`config.mk`:
```
export PLATFORM = sky130hd
export DESIGN_NAME = instr_mem_access
export DESIGN_NICKNAME = d
export VERILOG_FILES = /design/src/rtl/instr_mem_access.sv
export SDC_FILE = /design/constraint.sdc
export NUM_CORES = 1
export LEC_CHECK = 0
export BUFFER_PORTS_ARGS = -buffer_cell sky130_fd_sc_hd__buf_2
export CAP_MARGIN = 20
export CORE_ASPECT_RATIO = 2
export CORE_MARGIN = 2
export CORE_UTILIZATION = 35
export DETAILED_ROUTE_END_ITERATION = 16
export MAX_ROUTING_LAYER = met4
export PLACE_DENSITY = 0.6
export SLEW_MARGIN = 20
export SYNTH_ARGS = -nofsm -noshare
export SYNTH_HDL_FRONTEND = slang
export SYNTH_SLANG_ARGS = --single-unit
```
`constraint.sdc`:
```
create_clock -name clk -period 5.3 [get_ports clk]
set_input_delay 0.795 -clock clk [delete_from_list [all_inputs] [get_ports clk]]
set_output_delay 0.795 -clock clk [all_outputs]
set_load 0.05 [all_outputs]
```
`src/rtl/instr_mem_access.sv`:
```
// ---------------------------------------------------------------------------
// instr_mem_access
//
// Memory-access stage of the RV32I pipeline, sitting between execute and
// write-back. Non-memory results pass straight through with one cycle of
// latency. Loads and stores run a req/ack transaction on the data-memory
// port while the stage holds the upstream pipeline via stall_out. Loads are
// sign- or zero-extended from the addressed lane, and stores are steered to
// the addressed byte lanes.
//
// Ports:
//   clk, rst          clock, synchronous active-high reset
//   ex_valid          execute-stage outputs valid this cycle
//   instruction_in    instruction from execute
//   alu_in            ALU result or effective address
//   mem_data_in       store data (rs2)
//   stall_out         combinational hold request to upstream
//   dmem_req/we/addr/be/wdata   registered data-memory request
//   dmem_rdata, dmem_ack        data-memory response
//   wb_valid_out      write-back slot valid
//   instruction_out   instruction to write-back (NOP for bubbles/faults)
//   wb_data_out       result to write-back
//   misalign_out      misaligned access or illegal funct3 (one-cycle pulse)
//   bus_err_out       dmem timeout (one-cycle pulse)
// ---------------------------------------------------------------------------
module instr_mem_access #(
    parameter int          XLEN    = 32,
    parameter int          TIMEOUT = 16,
    parameter logic [31:0] NOP     = 32'h0000_0013
) (
    input  logic            clk,
    input  logic            rst,
    input  logic            ex_valid,
    input  logic [XLEN-1:0] instruction_in,
    input  logic [XLEN-1:0] alu_in,
    input  logic [XLEN-1:0] mem_data_in,
    output logic            stall_out,
    output logic            dmem_req,
    output logic            dmem_we,
    output logic [XLEN-1:0] dmem_addr,
    output logic [3:0]      dmem_be,
    output logic [XLEN-1:0] dmem_wdata,
    input  logic [XLEN-1:0] dmem_rdata,
    input  logic            dmem_ack,
    output logic            wb_valid_out,
    output logic [XLEN-1:0] instruction_out,
    output logic [XLEN-1:0] wb_data_out,
    output logic            misalign_out,
    output logic            bus_err_out
);

    localparam int CW = (TIMEOUT > 2) ? $clog2(TIMEOUT) : 1;
    localparam logic [CW-1:0] CNT_LAST = CW'(TIMEOUT - 1);

    localparam logic [6:0] OP_LOAD  = 7'b0000011;
    localparam logic [6:0] OP_STORE = 7'b0100011;

    typedef enum logic {
        IDLE,
        BUSY
    } state_t;

    state_t          state_q, state_d;
    logic [CW-1:0]   cnt_q, cnt_d;
    logic            req_q, req_d;
    logic            we_q, we_d;
    logic [XLEN-1:0] addr_q, addr_d;
    logic [3:0]      be_q, be_d;
    logic [XLEN-1:0] wdata_q, wdata_d;
    logic [XLEN-1:0] opInstr_q, opInstr_d;
    logic [1:0]      lane_q, lane_d;
    logic            wbValid_q, wbValid_d;
    logic [XLEN-1:0] instrOut_q, instrOut_d;
    logic [XLEN-1:0] wbData_q, wbData_d;
    logic            misalign_q, misalign_d;
    logic            busErr_q, busErr_d;

    logic [2:0]      funct3;
    logic            isLoad, isStore, f3Legal, misaligned, memOp, memGo;
    logic [3:0]      beNew;
    logic [XLEN-1:0] wdataNew;
    logic [7:0]      byteVal;
    logic [15:0]     halfVal;
    logic [XLEN-1:0] loadVal;

    // Decode of the instruction presented by execute. funct3[1:0] gives the
    // access size for both loads and stores; funct3[2] is the unsigned flag.
    always_comb begin
        funct3   = instruction_in[14:12];
        isLoad   = (instruction_in[6:0] == OP_LOAD);
        isStore  = (instruction_in[6:0] == OP_STORE);
        f3Legal  = isLoad ? (funct3 inside {3'b000, 3'b001, 3'b010, 3'b100, 3'b101})
                          : (funct3 inside {3'b000, 3'b001, 3'b010});
        misaligned = ((funct3[1:0] == 2'b01) && alu_in[0]) ||
                     ((funct3[1:0] == 2'b10) && (alu_in[1:0] != 2'b00));
        memOp    = ex_valid && (isLoad || isStore);
        memGo    = memOp && f3Legal && !misaligned;
    end

    // Store lane steering: narrow data is replicated across the word so the
    // byte enables alone select which lanes memory writes.
    always_comb begin
        beNew    = 4'b1111;
        wdataNew = '0;
        if (isStore) begin
            case (funct3[1:0])
                2'b00: begin
                    beNew    = 4'b0001 << alu_in[1:0];
                    wdataNew = {(XLEN/8){mem_data_in[7:0]}};
                end
                2'b01: begin
                    beNew    = 4'b0011 << alu_in[1:0];
                    wdataNew = {(XLEN/16){mem_data_in[15:0]}};
                end
                default: begin
                    beNew    = 4'b1111;
                    wdataNew = mem_data_in;
                end
            endcase
        end
    end

    // Load lane extraction uses the address bits latched at acceptance, since
    // dmem_addr itself is word aligned.
    always_comb begin
        byteVal = dmem_rdata[{lane_q, 3'b000} +: 8];
        halfVal = dmem_rdata[{lane_q[1], 4'b0000} +: 16];
        case (opInstr_q[14:12])
            3'b000:  loadVal = {{(XLEN-8){byteVal[7]}}, byteVal};
            3'b001:  loadVal = {{(XLEN-16){halfVal[15]}}, halfVal};
            3'b010:  loadVal = dmem_rdata;
            3'b100:  loadVal = {{(XLEN-8){1'b0}}, byteVal};
            3'b101:  loadVal = {{(XLEN-16){1'b0}}, halfVal};
            default: loadVal = '0;
        endcase
    end

    // Next-state and output logic. The write-back slot defaults to a bubble
    // every cycle; the fault flags are therefore single-cycle pulses. In BUSY
    // the request fields are left untouched so they stay stable until the
    // transaction ends.
    always_comb begin
        state_d    = state_q;
        cnt_d      = cnt_q;
        req_d      = req_q;
        we_d       = we_q;
        addr_d     = addr_q;
        be_d       = be_q;
        wdata_d    = wdata_q;
        opInstr_d  = opInstr_q;
        lane_d     = lane_q;
        wbValid_d  = 1'b0;
        instrOut_d = XLEN'(NOP);
        wbData_d   = wbData_q;
        misalign_d = 1'b0;
        busErr_d   = 1'b0;
        stall_out  = 1'b0;

        case (state_q)
            IDLE: begin
                if (memGo) begin
                    stall_out = 1'b1;
                    req_d     = 1'b1;
                    we_d      = isStore;
                    addr_d    = {alu_in[XLEN-1:2], 2'b00};
                    be_d      = beNew;
                    wdata_d   = wdataNew;
                    opInstr_d = instruction_in;
                    lane_d    = alu_in[1:0];
                    cnt_d     = '0;
                    state_d   = BUSY;
                end else if (memOp) begin
                    wbValid_d  = 1'b1;
                    misalign_d = 1'b1;
                    wbData_d   = alu_in;
                end else if (ex_valid) begin
                    wbValid_d  = 1'b1;
                    instrOut_d = instruction_in;
                    wbData_d   = alu_in;
                end
            end
            BUSY: begin
                stall_out = 1'b1;
                if (dmem_ack) begin
                    req_d      = 1'b0;
                    state_d    = IDLE;
                    wbValid_d  = 1'b1;
                    instrOut_d = opInstr_q;
                    wbData_d   = we_q ? '0 : loadVal;
                end else if (cnt_q == CNT_LAST) begin
                    req_d     = 1'b0;
                    state_d   = IDLE;
                    wbValid_d = 1'b1;
                    busErr_d  = 1'b1;
                end else begin
                    cnt_d = cnt_q + 1'b1;
                end
            end
            default: state_d = IDLE;
        endcase
    end

    // State and output registers; reset abandons any transaction in flight.
    always_ff @(posedge clk) begin
        if (rst) begin
            state_q    <= IDLE;
            cnt_q      <= '0;
            req_q      <= 1'b0;
            we_q       <= 1'b0;
            addr_q     <= '0;
            be_q       <= 4'b0000;
            wdata_q    <= '0;
            opInstr_q  <= XLEN'(NOP);
            lane_q     <= 2'b00;
            wbValid_q  <= 1'b0;
            instrOut_q <= XLEN'(NOP);
            wbData_q   <= '0;
            misalign_q <= 1'b0;
            busErr_q   <= 1'b0;
        end else begin
            state_q    <= state_d;
            cnt_q      <= cnt_d;
            req_q      <= req_d;
            we_q       <= we_d;
            addr_q     <= addr_d;
            be_q       <= be_d;
            wdata_q    <= wdata_d;
            opInstr_q  <= opInstr_d;
            lane_q     <= lane_d;
            wbValid_q  <= wbValid_d;
            instrOut_q <= instrOut_d;
            wbData_q   <= wbData_d;
            misalign_q <= misalign_d;
            busErr_q   <= busErr_d;
        end
    end

    assign dmem_req        = req_q;
    assign dmem_we         = we_q;
    assign dmem_addr       = addr_q;
    assign dmem_be         = be_q;
    assign dmem_wdata      = wdata_q;
    assign wb_valid_out    = wbValid_q;
    assign instruction_out = instrOut_q;
    assign wb_data_out     = wbData_q;
    assign misalign_out    = misalign_q;
    assign bus_err_out     = busErr_q;

endmodule

```
==> flow_metrics.env <==
export IMPL_outcome="finished clean"
export IMPL_synth_ff_latch_count=174
export IMPL_core_area_sq_um=20300
export IMPL_n_fill_cell=2051
export IMPL_worst_pin_slew_ns=1.12
export IMPL_max_freq_ghz=0.299
export IMPL_peakVddDrop_v=0.000165
export IMPL_viasPerCell=5.25
export IMPL_cp_data_required_time_ns=4.51
export IMPL_tns_ns=0
export IMPL_ctsResizeCount=0
export IMPL_register_area_sq_um=3480
export IMPL_critPathArrivalTime_ns=2.55
export IMPL_synth_warnings=0
export IMPL_setup_violations=0
export IMPL_setup_ws_ns=1.96
export IMPL_dp_cells=1234
export IMPL_htreeDepth=4
export IMPL_grt_pass1_wl_mm=36.5
export IMPL_clock_latency_ns=0.42
export IMPL_min_from="dmem_wdata[20]$_SDFFE_PP0P_"
export IMPL_cts_root_buf="clkbuf_16"
export IMPL_hp_class="reg -> reg"
export IMPL_ys_top_cells_by_count="174 x dfxtp_1, 108 x nor2_1, 67 x mux2i_1"
export IMPL_path_clk_slew_ns=0.07
export IMPL_cts_sinks=174
export IMPL_fin_skew_ns=0.00737
export IMPL_power_total_mw=2.88
export IMPL_dpl_cell_area_sq_um=8690
export IMPL_cp_end_kind="output port"
export IMPL_layout_cells_non_filler=1271
export IMPL_antenna_left=0
export IMPL_cts_made_buffers=17
export IMPL_drv_slew=0
export IMPL_syn_inst=754
export IMPL_ys_types=52
export IMPL_wl_per_cell_um=18.8
export IMPL_overflow=0
export IMPL_setup_worst_path_class="in -> out"
export IMPL_fin_area_sq_um=9250
export IMPL_final_util=0.456
export IMPL_hold_viol_final=0
export IMPL_grt_pass1_vias=6768
export IMPL_antenna_found_initial=5
export IMPL_drt_pass1_iterations=5
export IMPL_yosysMostFrequentCell="dfxtp_1"
export IMPL_crit_path_start_kind="input pin"
export IMPL_io_buffers=267
export IMPL_clk_path_buf_depth=2
export IMPL_ios=270
export IMPL_synth_edf_count=0
export IMPL_whs_ns=0.445
export IMPL_cts_setup_buffers=0
export IMPL_yosys_area_top_type="dfxtp_1"
export IMPL_power_leakage_nw=4.02
export IMPL_grt_usage=0.222
export IMPL_fin_crit_ns=3.34
export IMPL_die_height_um=207
export IMPL_grt_max_degree=91
export IMPL_synthTopCellsByArea="dfxtp_1 48%, mux2i_1 9.3%, nor2_1 5.6%, a22o_1 4.0%, a221oi_1 3.3%"
export IMPL_maxSlewHeadroom=0.248
export IMPL_powerDensity_nw_per_um2=311
export IMPL_crit_start="instruction_in[13]"
export IMPL_drc=0
export IMPL_ctsHoldBuffers=0
export IMPL_cap_violations=0
export IMPL_syn_area_per_cell_sq_um=9.54
export IMPL_dp_hpwl_mm=17.5
export IMPL_synth_top_area_share=0.484
export IMPL_post_place_ws_ns=1.86
export IMPL_row_count=74
export IMPL_yosysSeqAreaShare=0.484
export IMPL_synth_flop_cell="dfxtp_1"
export IMPL_layout_drive_gt1_share=0.335
export IMPL_rsz0062_at_grt="no"
export IMPL_area_growth_pct=28.6
export IMPL_start_util=0.355
export IMPL_synth_area_sq_um=7200
export IMPL_worst_path_max_fanout=30
export IMPL_fin_crit_sh=0.631
export IMPL_place_congestion=0.891
export IMPL_routed_wl_mm=23.9
export IMPL_async_flop_share=0
export IMPL_multiInputGateArea_sq_um=3430
export IMPL_die_area_sq_um=21800
export IMPL_vias=6676
export IMPL_finalNetCount=1120
export IMPL_cts_tree="yes"
export IMPL_die_w_um=105
export IMPL_dr_first_iter_drc_count=291
export IMPL_r2r_start="state_q$_SDFF_PP0_"
-- logic make-up (layout without fill, tap and decap cells) --
group / after synthesis / in the layout / synth area share
buf+inv: 70 / 315 / 0.0429
xor+xnor: 1 / 1 / 0.00122
flops: 174 / 174 / 0.484
fa+ha+maj: 1 / 1 / 0.00174
other cells: 1 / 7 / 0.000521
compound gates: 217 / 217 / 0.234
simple gates: 223 / 223 / 0.143
mux: 67 / 67 / 0.0932
-- worst max-delay path, stage by stage --
cell      delay [ns]
buf_2           0.51
a21oi_1         0.09
o211ai_1        0.56
nor2_1          0.18
nand2_1         0.12
nand2_1         0.05
buf_2           0.23
-- layout make-up --
cell class                 count  area share
inverter                       4     0.00162
clock buffer                  18      0.0475
multi-input combinational    511       0.371
sequential                   174       0.377
antenna                        5     0.00135
timing repair buffer         279       0.154
tap                          266      0.0360
clock inverter                14      0.0118
-- routing by layer --
metal,vias to the layer above,track usage,routed length [um],share of wire
met5,-,-,0,0
met4,0,0.111,1040,0.044
met3,55,0.0408,1090,0.046
met2,213,0.400,13000,0.54
met1,3196,0.230,8810,0.37
li1,3212,-,-,-
-- layout by cell type (no fill, tap or decap), types with 3 or more instances in the layout --
| master | synthesis | routed |
|---|---|---|
| a221oi_1 | 27 | 27 |
| o21ai_0 | 17 | 17 |
| nand2_1 | 47 | 47 |
| buf_2 | 13 | 266 |
| diode_2 | 0 | 5 |
| clkinv_2 | 0 | 4 |
| nor2b_1 | 32 | 32 |
| a221oi_2 | 10 | 10 |
| dfxtp_1 | 174 | 174 |
| a22oi_1 | 29 | 29 |
| buf_4 | 4 | 13 |
| nor3_1 | 5 | 4 |
| nand3_1 | 4 | 4 |
| a22o_1 | 33 | 33 |
| and3_1 | 3 | 3 |
| a31o_1 | 7 | 7 |
| mux2i_1 | 67 | 67 |
| clkinv_4 | 0 | 3 |
| o22ai_1 | 4 | 4 |
| a32o_1 | 7 | 7 |
| clkbuf_16 | 0 | 17 |
| a311oi_1 | 3 | 3 |
| nor2_1 | 108 | 108 |
| o21ai_1 | 26 | 26 |
| a21oi_1 | 18 | 16 |
| a211oi_1 | 24 | 24 |
| and2_1 | 6 | 5 |
| inv_6 | 0 | 5 |
| nand2b_1 | 6 | 6 |
-- flip-flops by register name, indices dropped and copies added (netlist names) --
register	cells
bus_err_out	1
cnt_q	4
dmem_addr	30
dmem_be	4
dmem_req	1
dmem_wdata	32
dmem_we	1
instruction_out	32
lane_q	2
misalign_out	1
opInstr_q	32
state_q	1
wb_data_out	32
wb_valid_out	1
-- final timing paths --
check	to	slack (ns)	cells after the start
setup / recovery	stall_out	1.96	7
hold / removal	dmem_wdata[20]$_SDFFE_PP0P_	0.44	2
setup reg to reg	dmem_wdata[4]$_SDFFE_PP0P_	2.44	6
hold reg to reg	dmem_wdata[20]$_SDFFE_PP0P_	0.44	2
-- power breakdown --
part           internal (mW)  switching, mW
clock network          0.622          0.557
logic                  0.111          0.241
registers               1.33         0.0117
total                   2.07          0.809
Power figures use the tool's default switching activity.
